File: src/rtl/nios2_oci_trace_ctrl.sv
// Trace capture controller: sequences packer frames into the trace RAM across an
// arm/trigger/post-trigger/done cycle, then lends the RAM port to host readback.
module nios2_oci_trace_ctrl #(
    parameter int ADDR_W     = 7,
    parameter int POST_DEPTH = 16
) (
    input  logic              clk,
    input  logic              reset,
    input  logic              dct_valid,
    input  logic [29:0]       dct_buffer,
    input  logic [3:0]        dct_count,
    input  logic              arm,
    input  logic              trigger,
    input  logic              rd_req,
    input  logic [ADDR_W-1:0] rd_addr,
    input  logic [35:0]       mem_q,
    output logic              mem_wren,
    output logic              mem_rden,
    output logic [ADDR_W-1:0] mem_addr,
    output logic [35:0]       mem_wdata,
    output logic              rd_valid,
    output logic [35:0]       rd_data,
    output logic              rd_err,
    output logic [ADDR_W-1:0] wr_ptr,
    output logic              wrapped,
    output logic [1:0]        state,
    output logic              done
);

    typedef enum logic [1:0] {
        S_IDLE  = 2'd0,
        S_ARMED = 2'd1,
        S_POST  = 2'd2,
        S_DONE  = 2'd3
    } state_t;

    localparam logic [ADDR_W-1:0] POST_INIT = ADDR_W'(POST_DEPTH);
    localparam logic [ADDR_W-1:0] ONE       = ADDR_W'(1);
    localparam bit                POST_ZERO = (POST_DEPTH == 0);

    state_t            state_q, state_d;
    logic [ADDR_W-1:0] wr_ptr_q, wr_ptr_d;
    logic              wrapped_q, wrapped_d;
    logic [ADDR_W-1:0] post_cnt_q, post_cnt_d;
    logic              first_q, first_d;
    logic              mem_wren_q, mem_wren_d;
    logic              mem_rden_q, mem_rden_d;
    logic [ADDR_W-1:0] mem_addr_q, mem_addr_d;
    logic [35:0]       mem_wdata_q, mem_wdata_d;
    logic              rd_valid_q, rd_valid_d;
    logic              rd_err_q, rd_err_d;

    logic capturing;
    logic accept;
    logic rd_ok;
    logic trig_take;

    always_comb begin
        capturing = (state_q == S_ARMED) || (state_q == S_POST);
        // arm has priority over everything in its cycle: frames and reads are dropped
        accept    = dct_valid && (dct_count != 4'd0) && capturing && !arm;
        rd_ok     = rd_req && !capturing && !arm;
        trig_take = (state_q == S_ARMED) && trigger && !arm;

        state_d     = state_q;
        wr_ptr_d    = wr_ptr_q;
        wrapped_d   = wrapped_q;
        post_cnt_d  = post_cnt_q;
        first_d     = first_q;
        mem_wren_d  = accept;
        mem_rden_d  = rd_ok;
        mem_addr_d  = mem_addr_q;
        mem_wdata_d = mem_wdata_q;
        rd_valid_d  = mem_rden_q;
        rd_err_d    = rd_req && !rd_ok;

        if (accept) begin
            mem_addr_d  = wr_ptr_q;
            mem_wdata_d = {trig_take, first_q, dct_count, dct_buffer};
        end else if (rd_ok) begin
            mem_addr_d = rd_addr;
        end

        if (arm) begin
            state_d    = S_ARMED;
            wr_ptr_d   = '0;
            wrapped_d  = 1'b0;
            first_d    = 1'b1;
            post_cnt_d = '0;
        end else begin
            if (accept) begin
                wr_ptr_d = wr_ptr_q + ONE;
                first_d  = 1'b0;
                if (wr_ptr_q == '1) begin
                    wrapped_d = 1'b1;
                end
            end
            case (state_q)
                S_ARMED: begin
                    if (trigger) begin
                        if (POST_ZERO) begin
                            state_d = S_DONE;
                        end else begin
                            state_d    = S_POST;
                            post_cnt_d = POST_INIT;
                        end
                    end
                end
                S_POST: begin
                    // the trigger frame itself is not counted; only later frames are
                    if (accept) begin
                        post_cnt_d = post_cnt_q - ONE;
                        if (post_cnt_q == ONE) begin
                            state_d = S_DONE;
                        end
                    end
                end
                default: begin
                    state_d = state_q;
                end
            endcase
        end
    end

    always_ff @(posedge clk or posedge reset) begin
        if (reset) begin
            state_q     <= S_IDLE;
            wr_ptr_q    <= '0;
            wrapped_q   <= 1'b0;
            post_cnt_q  <= '0;
            first_q     <= 1'b0;
            mem_wren_q  <= 1'b0;
            mem_rden_q  <= 1'b0;
            mem_addr_q  <= '0;
            mem_wdata_q <= '0;
            rd_valid_q  <= 1'b0;
            rd_err_q    <= 1'b0;
        end else begin
            state_q     <= state_d;
            wr_ptr_q    <= wr_ptr_d;
            wrapped_q   <= wrapped_d;
            post_cnt_q  <= post_cnt_d;
            first_q     <= first_d;
            mem_wren_q  <= mem_wren_d;
            mem_rden_q  <= mem_rden_d;
            mem_addr_q  <= mem_addr_d;
            mem_wdata_q <= mem_wdata_d;
            rd_valid_q  <= rd_valid_d;
            rd_err_q    <= rd_err_d;
        end
    end

    assign mem_wren  = mem_wren_q;
    assign mem_rden  = mem_rden_q;
    assign mem_addr  = mem_addr_q;
    assign mem_wdata = mem_wdata_q;
    assign rd_valid  = rd_valid_q;
    assign rd_data   = mem_q;
    assign rd_err    = rd_err_q;
    assign wr_ptr    = wr_ptr_q;
    assign wrapped   = wrapped_q;
    assign state     = state_q;
    assign done      = (state_q == S_DONE);

endmodule
File: config.mk
export PLATFORM = sky130hd
export DESIGN_NAME = nios2_oci_trace_ctrl
export DESIGN_NICKNAME = d
export VERILOG_FILES = /design/src/rtl/nios2_oci_trace_ctrl.sv
export SDC_FILE = /design/constraint.sdc
export NUM_CORES = 1
export LEC_CHECK = 0
export BUFFER_PORTS_ARGS = -buffer_cell sky130_fd_sc_hd__buf_2
export CORE_ASPECT_RATIO = 0.9
export CORE_UTILIZATION = 49
export CTS_BUF_LIST = sky130_fd_sc_hd__clkbuf_2 sky130_fd_sc_hd__clkbuf_4 sky130_fd_sc_hd__clkbuf_8
export CTS_CLUSTER_SIZE = 28
export DETAILED_ROUTE_END_ITERATION = 7
export GPL_TIMING_DRIVEN = 1
export PLACE_DENSITY = 0.88
export SYNTH_ARGS = -nofsm -noshare
export SYNTH_HDL_FRONTEND = slang
export SYNTH_SLANG_ARGS = --single-unit
File: constraint.sdc
create_clock -name clk -period 3.9 [get_ports clk]
set_clock_uncertainty 0.15 [all_clocks]
set_input_delay 0.78 -clock clk [delete_from_list [all_inputs] [get_ports clk]]
set_output_delay 0.78 -clock clk [all_outputs]
set_load 0.005 [all_outputs]
Word-level counts from Yosys, hierarchy flattened. Index checks and enable logic that the tools add are counted.

Register bits after elaboration: 65. Latch bits: 0. Bits in writable memories: 0. Bits in read-only memories: 0. Input bits: 83. Output and inout port bits: 94. Word-level logic and storage cells: 59. Memories kept: 0.

Add/subtract/negate cells: 2. Multiply operators: 0. Div/mod/pow operators: 0. $lt $le $gt $ge: 0. Eq/ne operators: 8. Shift-type cells: 0. Mux-type cells: 18. Bitwise logic cells: 0. Reduce and logical (&&, ||, !) cells: 20.

Operators with widths (number): $mux W7 (7); $pmux W7 S2 (1); $logic_and A1 B1 Y1 (8); $mux W2 (4); $add A7 B1 Y7 const B (1); $eq A7 B1 Y1 const B (1); $eq A7 B7 Y1 const B (1); $sub A7 B1 Y7 const B (1); $ne A3 B3 Y1 const B (2); $reduce_bool A2 Y1 (3); $mux W1 (5); $eq A2 B2 Y1 const B (2); $pmux W2 S2 (1); $reduce_and A4 Y1 (1); $reduce_bool A4 Y1 (1); $logic_not A1 Y1 (3); $ne A3 B2 Y1 const B (1); $reduce_and A3 Y1 (1); $reduce_bool A3 Y1 (1); $eq A2 B1 Y1 const B (1); $reduce_and A2 Y1 (1); $logic_or A1 B1 Y1 (1).

Logic depth before layout (Yosys ltp).
Word-level depth: 7. Depth in mapped cells: 8. Mapped depth without buffers: 6.

Least setup slack after synthesis. OpenSTA, ideal clock, no wires.

Kind: register -> register. From: register state_q[0] (netlist: state[0]). To: register mem_wdata_q[10] (netlist: mem_wdata[10]). Setup time: 128 ps. Arrival: 1893 ps. Data required time: 3622 ps. Setup slack: 1729 ps. Stages on the path, launching flop included: 8. Buffers on the path: 2. Period minus slack after synthesis: 2171 ps. Cells stage by stage: dfrtp_1 > inv_1 > ha_1 > nand2b_1 > nor3_1 > buf_2 > buf_4 > mux2_1.

Longest elaborated chain between the ends: 4. Elaborated cells on any way between the ends: 5.

RTL lines: from (decl) (RTL line 41) `state_t state_q, state_d;`; from (signal assigned) (RTL line 139) `state_q <= state_d;`; $eq A2 B1 Y1 / $eq A2 B2 Y1 (equally long branches) (RTL line 59) `capturing = (state_q == S_ARMED) || (state_q == S_POST);`; $logic_or A1 B1 Y1 * (RTL line 59); $logic_and A1 B1 Y1 * (2 in a row) (RTL line 61) `accept = dct_valid && (dct_count != 4'd0) && capturing && !arm;`; to (signal assigned) (RTL line 147) `mem_wdata_q <= mem_wdata_d;`; to (decl) (RTL line 49) `logic [35:0] mem_wdata_q, mem_wdata_d;`.

Every way passes the cells marked *; elsewhere a longest branch is shown, timed or not. A chain may end at the register's enable or synchronous reset.

Final worst setup path.
From: register state_q[0] (netlist: state[0]). To: register post_cnt_q[2].

Longest elaborated chain between the ends: 6. Elaborated cells on any way between the ends: 11.

RTL lines: $eq A2 B1 Y1 / $eq A2 B2 Y1 (equally long branches) (RTL line 59, 98); $logic_or A1 B1 Y1 (RTL line 59); $logic_and A1 B1 Y1 (2 in a row) (RTL line 61); $ne A3 B3 Y1 (no source line); $reduce_and A3 Y1 (no source line); to (signal assigned) (RTL line 142) `post_cnt_q <= post_cnt_d;`; to (decl) (RTL line 44) `logic [ADDR_W-1:0] post_cnt_q, post_cnt_d;`.

Parallel ways exist; a longest one is shown, timed or not.

==> results.md <==
* Final-layout fill cell count at 507
* Core area at slightly above 0.006 mm2
* Syn_nets at 345
* Clock transition at the registers of the reported paths at 0.07 ns
* RSZ-0062 raised after global routing: false
* Slew Viols, Final at 0
* CTS sink count at 65
* Final nets at 418
* Port bufs at 104
* DR iter-0 viols at between 100 and 150
* Synth Register Bits at 65
* Root Driver: clkbuf_8
* Primary FF master, synth: dfrtp_1
* Layout cell share with drive strength beyond 1 at 39.8%
* Initial antenna violation count at 0
* Design area at 0.00366 mm2
* Crit Path Class: reg -> reg
* Hold crit path type: reg -> reg
* Synthesized area per cell at 12.1 um2
* Hold buffer count at cts at 0
* Vias at approximately 2200
* GRT Resource Usage Total at 19.9%
* Skew-Pair Late Insertion Delay at between 0.3 and 0.4 ns
* Vias in the first global route at 2082
* Yosys warning count at 0
* Post_cts resized at 0
* Largest net degree at the start of global routing at 42
* Crit-path slowest cell: a221oi_4
* Fin crit period at roughly 2.4 ns
* CTS Buffer Depth at 2
* Slew of the pin with the lowest slew margin at 0.848 ns
* Sequential share of the synthesized area at 52.5%
* Static leakage at 1.85 nW
* Crit path cell chain: inv_1 -> ha_1 -> nand2b_1 -> a221oi_4 -> o21ai_0 -> a32o_1
* H-tree levels at 3
* Fin. Hold Viols at 0
* Drt total wl at 5970 um
* Mapped Cells at 256
* Multi-input gate area at 0.00112 mm2
* Worst path arrival time at 2.46 ns
* TritonCTS clock tree: done
* Routed WL per cell at 14.2 um
* Status: finished, final reports clean
* Max-capacitance violation count at 0
* Post-Place Cell Area at 0.00343 mm2
* Worst Setup Start Kind: flop
* Starting density of the core at around 50%
* Die X at 85.8 um
* Die area at ~0.0066 mm2
* Post-synth EDFFs at 0
* Crit. End Element: flop
* Post CTS Setup Buffer Count at 0
* Count of unique library cells instantiated by Yosys at 43
* Post-DP HPWL at 4450 um
* Fmax at 419 MHz
* Synth async-reset ratio at 100%
* Row count at 27
* Die Y at 77.4 um
* Req. time, crit path at about 4.0 ns
* Cell Pwr Density at 637 mW/mm2
* GRT overflow at 0
* Setup WS pre-CTS at 1.50 ns
* Tcrit/Tclk final at 61.3%
* Area delta synth->final at 18.3%
* Boundary pin count at 177
* Endpoints failing setup at 0
* Max stage delay on crit path at 0.53 ns
* Vias/cell at 5.14
* Sequential Area at 0.00163 mm2
* Antenna Nets Post-Route at 0
* CP Max Fanout at 10
* Global-route wire length before repair at 10000 um
* Post-Syn Area at 0.00310 mm2
* Final Wtd Congestion at between 0.8 and 0.9
* Fin Setup TNS at 0 ns
* ANT cells at 0
* Cts bufs inserted at 9
* DRC Markers at 0
* Worst VDD drop at 0.295 mV
* Final WS setup at 1.51 ns
* First-pass DRT Iterations at 4
* Max_slew headroom at a little over two fifths
## critical path, delay by kind of cell, from the launching register on
family,cells,cell delay (ns)
and+or+nand+nor,1,0.26
adders and majority gates,1,0.33
AOI/OAI and AO/OA,3,1.03
buffers and inverters,1,0.07
DFF,1,0.43
## cells in the mapped netlist (all sizes together), types with 3 or more instances
| cell type | instances | share of area (%) |
|---|---|---|
| dfrtp | 65 | 53 |
| buf | 43 | 10 |
| mux2 | 37 | 13 |
| nor2 | 14 | 1.7 |
| inv | 10 | 1.2 |
| nand2 | 8 | 1.2 |
| a22o | 7 | 2.0 |
| a21o | 6 | 1.5 |
| a21oi | 6 | 0.97 |
| ha | 6 | 2.4 |
| nor3 | 6 | 1.1 |
| o21ai | 5 | 0.81 |
| nand4 | 4 | 0.81 |
| and2 | 3 | 0.61 |
| nand3 | 3 | 0.48 |
| nor2b | 3 | 0.61 |
| nor4 | 3 | 0.81 |
| xor2 | 3 | 0.85 |
## through the flow
stage                     total power (W)  utilization [%]  cells  hold slack, ns
after detailed placement          0.00171             56.1    405           0.214
after global placement            0.00168             56.1    405           0.207
after CTS                         0.00237             59.9    421           0.231
final                             0.00233             59.9    421           0.227
after floorplan                   0.00140                -    256           0.226
after global routing              0.00250             59.9    421           0.236
## report_power, final
group          switching (W)  total, W  internal [W]  leakage (nW)
combinational       0.000302  0.000651      0.000349         0.921
clock               0.000259  0.000649      0.000390         0.118
sequential          0.000122   0.00103      0.000913         0.807
total               0.000683   0.00233       0.00165          1.85
## logic make-up after synthesis
group                    Yosys count  synth area share [%]
AO/OA/AOI/OAI                     34                  8.57
buffers and inverters             55                  11.6
multiplexers                      39                  14.1
adder cells (fa/ha/maj)            6                  2.42
AND/OR/NAND/NOR                   52                  9.41
XOR/XNOR                           5                  1.41
flip-flops                        65                  52.5
## registers in the layout (all words and copies together) (netlist names)
name	flops
post_cnt_q	7
wr_ptr	7
wrapped	1
mem_addr	7
mem_rden	1
rd_err	1
mem_wdata	36
state	2
first_q	1
rd_valid	1
mem_wren	1
## path summary, 6_finish.rpt
check	startpoint	end	slack [ns]	depth (start not counted)
max in group asynchronous	reset	mem_wdata[12]	2.31	3
max	state[0]	post_cnt_q[2]	1.51	6
min in group asynchronous	reset	wrapped	0.46	2
min reg2reg	mem_rden	rd_valid	0.23	0
max reg2reg	state[0]	post_cnt_q[2]	1.51	6
min	mem_rden	rd_valid	0.23	0
## layout make-up
type	count	area share, %
Timing Repair Buffer	107	14.8
Multi-Input combinational cell	136	30.5
Tap cell	87	2.97
Sequential cell	65	44.4
Clock inverter	5	2.36
Clock buffer	11	3.96
Inverter	10	1.02
## cells in the final DEF, fill, tap and decap left out, drive strengths merged, types with 3 or more instances in the layout
cell type,instances
buf,107
dfrtp,65
mux2,37
nor2,14
inv,12
clkbuf,11
nand2,8
a22o,7
a21o,6
a21oi,6
ha,6
nor3,6
o21ai,5
nand4,4
nand3,3
nor2b,3
and2,3
xor2,3
nor4,3
## per-layer routing
| layer | vias up | global-route usage [%] | wire length (um) |
|---|---|---|---|
| li1 | 1006 | - | - |
| met1 | 1034 | 24.5 | 2470 |
| met2 | 102 | 31.5 | 2960 |
| met3 | 20 | 8.09 | 433 |
| met4 | 0 | 7.33 | 99 |
| met5 | - | 0 | 0 |
(Power assumes the default switching activity.)
